## src/rtl/pdm_cic_decimator.sv

```systemverilog
// Single-channel PDM-to-PCM core: STAGES-order CIC decimator followed by a gain multiply,
// arithmetic shift and saturation. One comb stage is evaluated per clock to share a subtractor.
module pdm_cic_decimator #(
    parameter int unsigned STAGES      = 4,
    parameter int unsigned DECIM_WIDTH = 8,
    parameter int unsigned GAIN_WIDTH  = 16,
    parameter int unsigned DATA_WIDTH  = 16,
    parameter int unsigned OUT_SHIFT   = 24
) (
    input  logic                   clk_i,
    input  logic                   rst_i,
    input  logic                   enable_i,
    input  logic [DECIM_WIDTH-1:0] decimation_factor_i,
    input  logic [GAIN_WIDTH-1:0]  gain_i,
    input  logic                   pdm_valid_i,
    input  logic                   pdm_bit_i,
    output logic [DATA_WIDTH-1:0]  pcm_sample_o,
    output logic                   pcm_valid_o,
    output logic                   busy_o,
    output logic                   overrun_o
);

    localparam int unsigned ACC_WIDTH  = 2 + STAGES * DECIM_WIDTH;
    localparam int unsigned PROD_WIDTH = ACC_WIDTH + GAIN_WIDTH + 1;
    localparam int unsigned CIDX_WIDTH = (STAGES > 1) ? $clog2(STAGES) : 1;

    localparam logic signed [PROD_WIDTH-1:0] SAT_MAX =
        {{(PROD_WIDTH-DATA_WIDTH+1){1'b0}}, {(DATA_WIDTH-1){1'b1}}};
    localparam logic signed [PROD_WIDTH-1:0] SAT_MIN = ~SAT_MAX;

    typedef enum logic [2:0] {
        S_IDLE,
        S_ACCUMULATE,
        S_COMB,
        S_SCALE,
        S_OUTPUT
    } state_t;

    state_t state, state_nxt;

    logic [ACC_WIDTH-1:0]   integ     [STAGES];
    logic [ACC_WIDTH-1:0]   integ_nxt [STAGES];
    logic [ACC_WIDTH-1:0]   comb_dly  [STAGES];
    logic [ACC_WIDTH-1:0]   snapshot;
    logic [DECIM_WIDTH-1:0] dec_cnt;
    logic [DECIM_WIDTH-1:0] r_latched;
    logic [DECIM_WIDTH-1:0] r_eff;
    logic [CIDX_WIDTH-1:0]  comb_idx;

    logic                         flush;
    logic                         accept;
    logic                         dec_point;
    logic signed [PROD_WIDTH-1:0] prod;
    logic signed [PROD_WIDTH-1:0] shifted;
    logic [DATA_WIDTH-1:0]        sat;

    assign flush     = rst_i || !enable_i;
    assign r_eff     = (decimation_factor_i < DECIM_WIDTH'(2)) ? DECIM_WIDTH'(2) : decimation_factor_i;
    assign accept    = pdm_valid_i && (state != S_IDLE);
    assign dec_point = accept && (dec_cnt == r_latched - DECIM_WIDTH'(1));

    // Cascaded integrators: every stage sees the current bit in the same cycle
    always_comb begin
        logic [ACC_WIDTH-1:0] carry;
        carry = pdm_bit_i ? ACC_WIDTH'(1) : {ACC_WIDTH{1'b1}};
        for (int k = 0; k < STAGES; k++) begin
            carry        = integ[k] + carry;
            integ_nxt[k] = carry;
        end
    end

    // Gain, shift and clamp of the finished comb result held in snapshot
    always_comb begin
        prod    = $signed({{(GAIN_WIDTH+1){snapshot[ACC_WIDTH-1]}}, snapshot})
                * $signed({{(ACC_WIDTH+1){1'b0}}, gain_i});
        shifted = prod >>> OUT_SHIFT;
        sat     = shifted[DATA_WIDTH-1:0];
        if (shifted > SAT_MAX) begin
            sat = {1'b0, {(DATA_WIDTH-1){1'b1}}};
        end else if (shifted < SAT_MIN) begin
            sat = {1'b1, {(DATA_WIDTH-1){1'b0}}};
        end
    end

    always_ff @(posedge clk_i) begin
        if (flush) begin
            state <= S_IDLE;
        end else begin
            state <= state_nxt;
        end
    end

    always_comb begin
        state_nxt = state;
        unique case (state)
            S_IDLE:       if (enable_i) state_nxt = S_ACCUMULATE;
            S_ACCUMULATE: if (dec_point) state_nxt = S_COMB;
            S_COMB:       if (comb_idx == CIDX_WIDTH'(STAGES - 1)) state_nxt = S_SCALE;
            S_SCALE:      state_nxt = S_OUTPUT;
            S_OUTPUT:     state_nxt = S_ACCUMULATE;
            default:      state_nxt = S_IDLE;
        endcase
        if (flush) begin
            state_nxt = S_IDLE;
        end
    end

    // Datapath: integrators, decimation counter, serial comb and registered outputs
    always_ff @(posedge clk_i) begin
        if (flush) begin
            for (int k = 0; k < STAGES; k++) begin
                integ[k]    <= '0;
                comb_dly[k] <= '0;
            end
            snapshot     <= '0;
            dec_cnt      <= '0;
            r_latched    <= r_eff;
            comb_idx     <= '0;
            pcm_sample_o <= '0;
            pcm_valid_o  <= 1'b0;
            busy_o       <= 1'b0;
            overrun_o    <= 1'b0;
        end else begin
            pcm_valid_o <= 1'b0;
            overrun_o   <= 1'b0;
            busy_o      <= (state_nxt == S_COMB) || (state_nxt == S_SCALE) || (state_nxt == S_OUTPUT);
            if (state == S_IDLE) begin
                r_latched <= r_eff;
            end
            if (accept) begin
                for (int k = 0; k < STAGES; k++) begin
                    integ[k] <= integ_nxt[k];
                end
                if (dec_point) begin
                    dec_cnt   <= '0;
                    r_latched <= r_eff;
                    if (state == S_ACCUMULATE) begin
                        snapshot <= integ_nxt[STAGES-1];
                        comb_idx <= '0;
                    end else begin
                        overrun_o <= 1'b1;
                    end
                end else begin
                    dec_cnt <= dec_cnt + DECIM_WIDTH'(1);
                end
            end
            if (state == S_COMB) begin
                comb_dly[comb_idx] <= snapshot;
                snapshot           <= snapshot - comb_dly[comb_idx];
                comb_idx           <= comb_idx + CIDX_WIDTH'(1);
            end
            if (state == S_SCALE) begin
                pcm_sample_o <= sat;
                pcm_valid_o  <= 1'b1;
            end
        end
    end

endmodule

```

## config.mk

```make
export PLATFORM = sky130hd
export DESIGN_NAME = pdm_cic_decimator
export DESIGN_NICKNAME = d
export VERILOG_FILES = /design/src/rtl/pdm_cic_decimator.sv
export SDC_FILE = /design/constraint.sdc
export NUM_CORES = 2
export LEC_CHECK = 0
export CORE_AREA = 2 2 392 238
export DETAILED_ROUTE_END_ITERATION = 10
export DIE_AREA = 0 0 394 240
export GPL_TIMING_DRIVEN = 1
export SYNTH_ARGS = -nofsm -noshare
export SYNTH_HDL_FRONTEND = slang
export SYNTH_SLANG_ARGS = --single-unit
```

## constraint.sdc

```tcl
create_clock -name clk_i -period 11.8 [get_ports clk_i]
set_input_delay 1.77 -clock clk_i [delete_from_list [all_inputs] [get_ports clk_i]]
set_output_delay 1.77 -clock clk_i [all_outputs]
set_load 0.05 [all_outputs]
```

### Word level (Yosys, flattened, before mapping)

Memories as Yosys holds them, arrays and structs flattened. A register that Yosys moved wholly into a read port is not among the register bits.
Cells that the tools add are included.

| storage, ports and cells | value |
|---|---|
| output and inout port bits | 19 |
| flip-flop bits (word level) | 74 |
| input port bits | 29 |
| memories | 2 |
| logic and storage cells | 93 |
| RAM bits | 272 |

| cells by class | value |
|---|---|
| eq/ne operators | 9 |
| multiply operators | 1 |
| order comparisons | 3 |
| bitwise operators | 6 |
| reductions and logical operators | 14 |
| mux-type cells | 41 |
| $add $sub $neg | 8 |

Memory list:

| name | words | bits a word | read ports | clocked after Yosys merged registers in | wr ports | RTL line | RTL |
|---|---|---|---|---|---|---|---|
| comb_dly | 4 | 34 | 1 | 1 | 4 | 43 | `logic [ACC_WIDTH-1:0] comb_dly [STAGES];` |
| integ | 4 | 34 | 4 | 0 | 4 | 41 | `logic [ACC_WIDTH-1:0] integ [STAGES];` |

Operators by type and width:

| kind | number |
|---|---|
| $mux W34 | 10 |
| $add A34 B34 Y34 | 4 |
| $mul A34 B17 Y51 | 1 |
| $mux W8 | 6 |
| $reduce_or A34 Y1 | 1 |
| $sub A34 B34 Y34 | 1 |
| $mux W16 | 2 |
| $gt A27 B16 Y1 const B | 1 |
| $lt A27 B16 Y1 const B | 1 |
| $pmux W3 S5 | 1 |
| $mux W2 | 7 |
| $eq A3 B2 Y1 const B | 4 |
| $mux W3 | 4 |
| $mux W1 | 11 |
| $add A8 B1 Y8 const B | 1 |
| $eq A8 B8 Y1 | 1 |
| $lt A8 B2 Y1 const B | 1 |
| $sub A8 B1 Y8 const B | 1 |
| $eq A3 B3 Y1 const B | 2 |
| $reduce_bool A2 Y1 | 3 |
| $or A1 B1 Y1 | 4 |
| $eq A3 B1 Y1 const B | 1 |
| $logic_not A3 Y1 | 1 |
| $logic_or A1 B1 Y1 | 3 |
| 8 further kinds | 10 |

### Logic depth before layout (Yosys ltp)

| logic depth | value |
|---|---|
| depth after elaboration | 9 |
| depth in mapped cells | 43 |
| mapped depth without buffers | 43 |

### Worst setup path before layout

No wires, ideal clock.

| path | value |
|---|---|
| kind | input port to flip-flop |
| start point | input pdm_bit_i |
| end point | memory integ[3][32] in the netlist's numbering (data pin) |
| path buffers | 0 |
| required time | 11,534 ps |
| stages on the path | 35 |
| library setup time | 266 ps |
| data arrival time | 9,466 ps |
| setup slack | 2,068 ps |
| cells stage by stage | inv_1 > ha_1 > a21oi_1 > nor2_1 > a211oi_1 > nand2_1 > xor2_1 > ha_1 > and2_1 > or4_1 > o31ai_1 > o21bai_1 > a21oi_1 > xnor2_1 > ha_1 > or3_1 > o21bai_1 > a211o_1 > a21oi_1 > o21bai_1 > a21oi_1 > nor2b_1 > o21a_1 > o41ai_1 > xnor2_1 > ha_1 > a21o_1 > a221o_1 > a21oi_1 > nand3_1 > o21ba_2 > a221o_1 > a21oi_1 > xnor2_1 > nor2_1 |

RTL lines:

| item | RTL line | RTL |
|---|---|---|
| from (decl) | 16 | `input logic pdm_bit_i,` |
| to (decl) | 41 |  |

==> metrics.md <==
| Metric | Value |
|---|---|
| CTS tree | `built` |
| Drt wl/cell | `18.8 um` |
| Leak pwr | `20.6 nW` |
| Top_reg_cell synth | `edfxtp_1` |
| Syn Std Cell Area | `40700 um^2` |
| Drt first pass iters | `6` |
| Required time worst endpoint | `roughly 12 ns` |
| Power Density | `between 90 and 100 nW/um^2` |
| Number of inserted diodes | `0` |
| CP Capture Type | `flop` |
| Fraction of registers with async set/reset | `0%` |
| Slew headroom | `between 10% and 20%` |
| Finished Cell Area | `43900 um^2` |
| Sequential cell area fraction in the yosys report | `23.8%` |
| Synthesized flop and latch total | `between 300 and 400` |
| Cell count after synthesis | `about 4300` |
| Final antenna-violating net count | `0` |
| Seq pwr share | `32.9%` |
| CP max-delay cell | `o31ai_1` |
| Unique masters post-synth | `78` |
| Total global-route track usage | `roughly 22%` |
| Die X | `394 um` |
| Clk_lat worst skew | `0.59 ns` |
| Warning count from the yosys run | `0` |
| Net count, final | `5098` |
| Buffers on Ports | `47` |
| Fin crit period | `10.90 ns` |
| Yosys top cell area share | `25.6%` |
| Layout Area Growth over Synthesis | `7.80%` |
| Outcome | `completed` |
| Count leader, synth | `inv_1` |
| Final HPWL DP | `between 70000 and 80000 um` |
| Most frequent cells after synthesis | `714 x inv_1, 520 x fa_1, 461 x nand2_1, 400 x and2_1, 288 x ha_1` |
| CTS H-tree lvls | `2` |
| Starting Density | `44.7%` |
| HP Class | `reg -> reg` |
| DRC errors left | `0` |
| CP peak stage delay | `0.63 ns` |
| Final setup fails | `0` |
| Vias per inst | `approximately 5.4` |
| Vias in the first global route | `30000` |
| Num rows | `86` |
| Top post-synthesis cells by area | `fa_1 26%, edfxtp_1 20%, ha_1 8.9%` |
| Area leader, netlist | `fa_1` |
| Syn_nets | `5147` |
| Clk buf depth | `3` |
| Actual slew at the worst max-slew pin | `1.29 ns` |
| Placed instance area | `42500 um^2` |
| Setup bufs post-CTS | `0` |
| Post-synth EDFFs | `272` |
| Total die area | `94600 um^2` |
| Avg Cell Area, Syn | `9.44 um^2` |
| Cts repair resizes | `0` |
| Largest net degree at the start of global routing | `92` |
| Core Area | `roughly 91000 um^2` |
| Internal power | `2.74 mW` |
| Period Utilization, post-route | `92.4%` |
| Global-route wire length before repair | `169000 um` |
| First DRT Iteration DRCs | `2396` |
| Setup TNS | `0 ns` |
| Multi-input logic area | `27600 um^2` |
| Fin. Hold Viols | `0` |
| CTS buffer count | `39` |
| Worst vdd ir | `around 0.10 mV` |
| RSZ-0062 raised after global routing | `false` |
| Net Sw Frac | `35.3%` |
| Die Span Y | `240 um` |
| Crit-path max FO | `10` |
| Cell at the root of the clock tree | `clkbuf_16` |
| Final WL | `104000 um` |
| Logic pwr share | `35.0%` |
| Worst setup SP type | `input pin` |
| Congestion Overflow GR | `0` |
| Most used cell along the critical path | `a21oi_1` |
| # IOs | `48` |
| Reg2reg path depth | `36` |
| Final Skew | `0.0276 ns` |
| GP Congestion | `0.882` |
| Peak Freq | `around 0.092 GHz` |
| Worst hold path stage count | `2` |
| Clk sinks | `348` |
| Slew Limit Fails | `0` |
| Critical path arrival | `11.21 ns` |
| Antenna violations before repair | `0` |
| Clock power share | `32.1%` |
| Layout cells sized above 1 | `5.13%` |
| Reg area | `9690 um^2` |
| Fillers | `a little under 9000` |
| WS Path Type | `in -> reg` |
| Switch Pwr | `1.50 mW` |
| Via count | `approximately 30000` |
| CTS clk-pin slew, worst paths | `roughly 0.06 ns` |
| Max Cap Viol | `0` |
| Hold-fix buffers, CTS | `0` |
[worst max-delay path, delay by kind of cell]
| family | cells | cell delay, ns |
|---|---|---|
| AO/OA/AOI/OAI | 18 | 4.62 |
| AND/OR/NAND/NOR | 8 | 1.50 |
| adder cells (fa/ha/maj) | 4 | 1.29 |
| buffers and inverters | 3 | 1.11 |
| XOR/XNOR | 5 | 0.88 |
[cell usage in the layout, fill, tap and decap left out, drive strengths merged, types with 14 or more instances in the layout]
| cell type | count |
|---|---|
| fa | 520 |
| a21oi | 190 |
| or3 | 14 |
| nor2b | 21 |
| nor2 | 184 |
| and2 | 400 |
| clkbuf | 53 |
| o21a | 19 |
| a21o | 84 |
| xnor2 | 119 |
| a211oi | 41 |
| a31oi | 24 |
| dfxtp | 76 |
| o211ai | 15 |
| nand3 | 50 |
| ha | 288 |
| nor3 | 44 |
| nand2 | 461 |
| o21ai | 136 |
| nand4 | 22 |
| clkdlybuf4s50 | 40 |
| edfxtp | 272 |
| inv | 717 |
| xor2 | 73 |
| buf | 76 |
| o21bai | 32 |
| and3 | 68 |
| mux4 | 34 |
| nand2b | 37 |
[worst paths after layout]
path	start	endpoint	slack [ns]
setup / recovery	pdm_bit_i	integ[3][33]$_SDFFCE_PN0P_	0.90
hold / removal	pcm_sample_o[15]$_SDFFE_PN0P_	pcm_sample_o[15]$_SDFFE_PN0P_	0.46
setup reg to reg	integ[0][1]$_SDFFCE_PN0P_	integ[3][33]$_SDFFCE_PN0P_	2.70
hold reg to reg	pcm_sample_o[15]$_SDFFE_PN0P_	pcm_sample_o[15]$_SDFFE_PN0P_	0.46
[per-stage QoR]
step | cells | util [%] | hold WS, ns | setup WS, ns | total power, mW
5_1_grt | 5524 | 48.1 | 0.488 | 0.361 | 4.49
4_1_cts | 5524 | 48.1 | 0.468 | 1.01 | 4.25
3_5_place_dp | 5452 | 46.6 | 0.452 | 0.403 | 2.88
6_report | 5524 | 48.1 | 0.463 | 0.901 | 4.24
3_3_place_gp | 5452 | 46.6 | 0.460 | 0.755 | 2.87
2_1_floorplan | 4310 | - | 0.465 | 2.07 | 2.54
[metal layers]
layer / vias up / global-route usage (%) / routed length [um]
li1: 13900 / - / -
met1: 14700 / 35.8 / 53500
met2: 920 / 31.6 / 41200
met3: 107 / 4.03 / 8020
met4: 0 / 3.65 / 1270
met5: - / 0 / 0
[state kept, by name, summed over array words and instances, names as in the netlist, named ones only]
register	flops
pcm_sample_o	16
integ	136
r_latched	8
snapshot	34
state	3
busy_o	1
pcm_valid_o	1
dec_cnt	8
comb_dly	136
comb_idx	2
overrun_o	1
[power groups by stage]
stage	logic [mW]	clock network [mW]	registers [mW]
floorplan	1.12	0	1.42
global placement	1.45	0	1.42
detailed placement	1.45	0	1.42
CTS	1.47	1.39	1.40
global route	1.65	1.44	1.40
finish	1.48	1.36	1.40
[kinds of logic (layout without fill, tap and decap cells)]
kind of cell               count (synthesis)  in the layout  share of synthesized area (%)
buffers and inverters                    920            902                           8.50
xor gates and xnor gates                 194            194                           4.25
AOI/OAI and AO/OA                        654            654                           10.4
adders and majority gates                808            808                           34.4
and+or+nand+nor                         1340           1340                           16.4
muxes                                     46             46                           2.20
DFF                                      348            348                           23.8
[cell type report]
type	count	share of cell area [%]
Sequential cell	348	22.1
Clock inverter	19	0.519
Tap cell	1232	3.51
Inverter	714	6.11
Clock buffer	53	2.65
Multi-Input combinational cell	3042	62.9
Timing Repair Buffer	116	2.17
(Power assumes the default switching activity.)
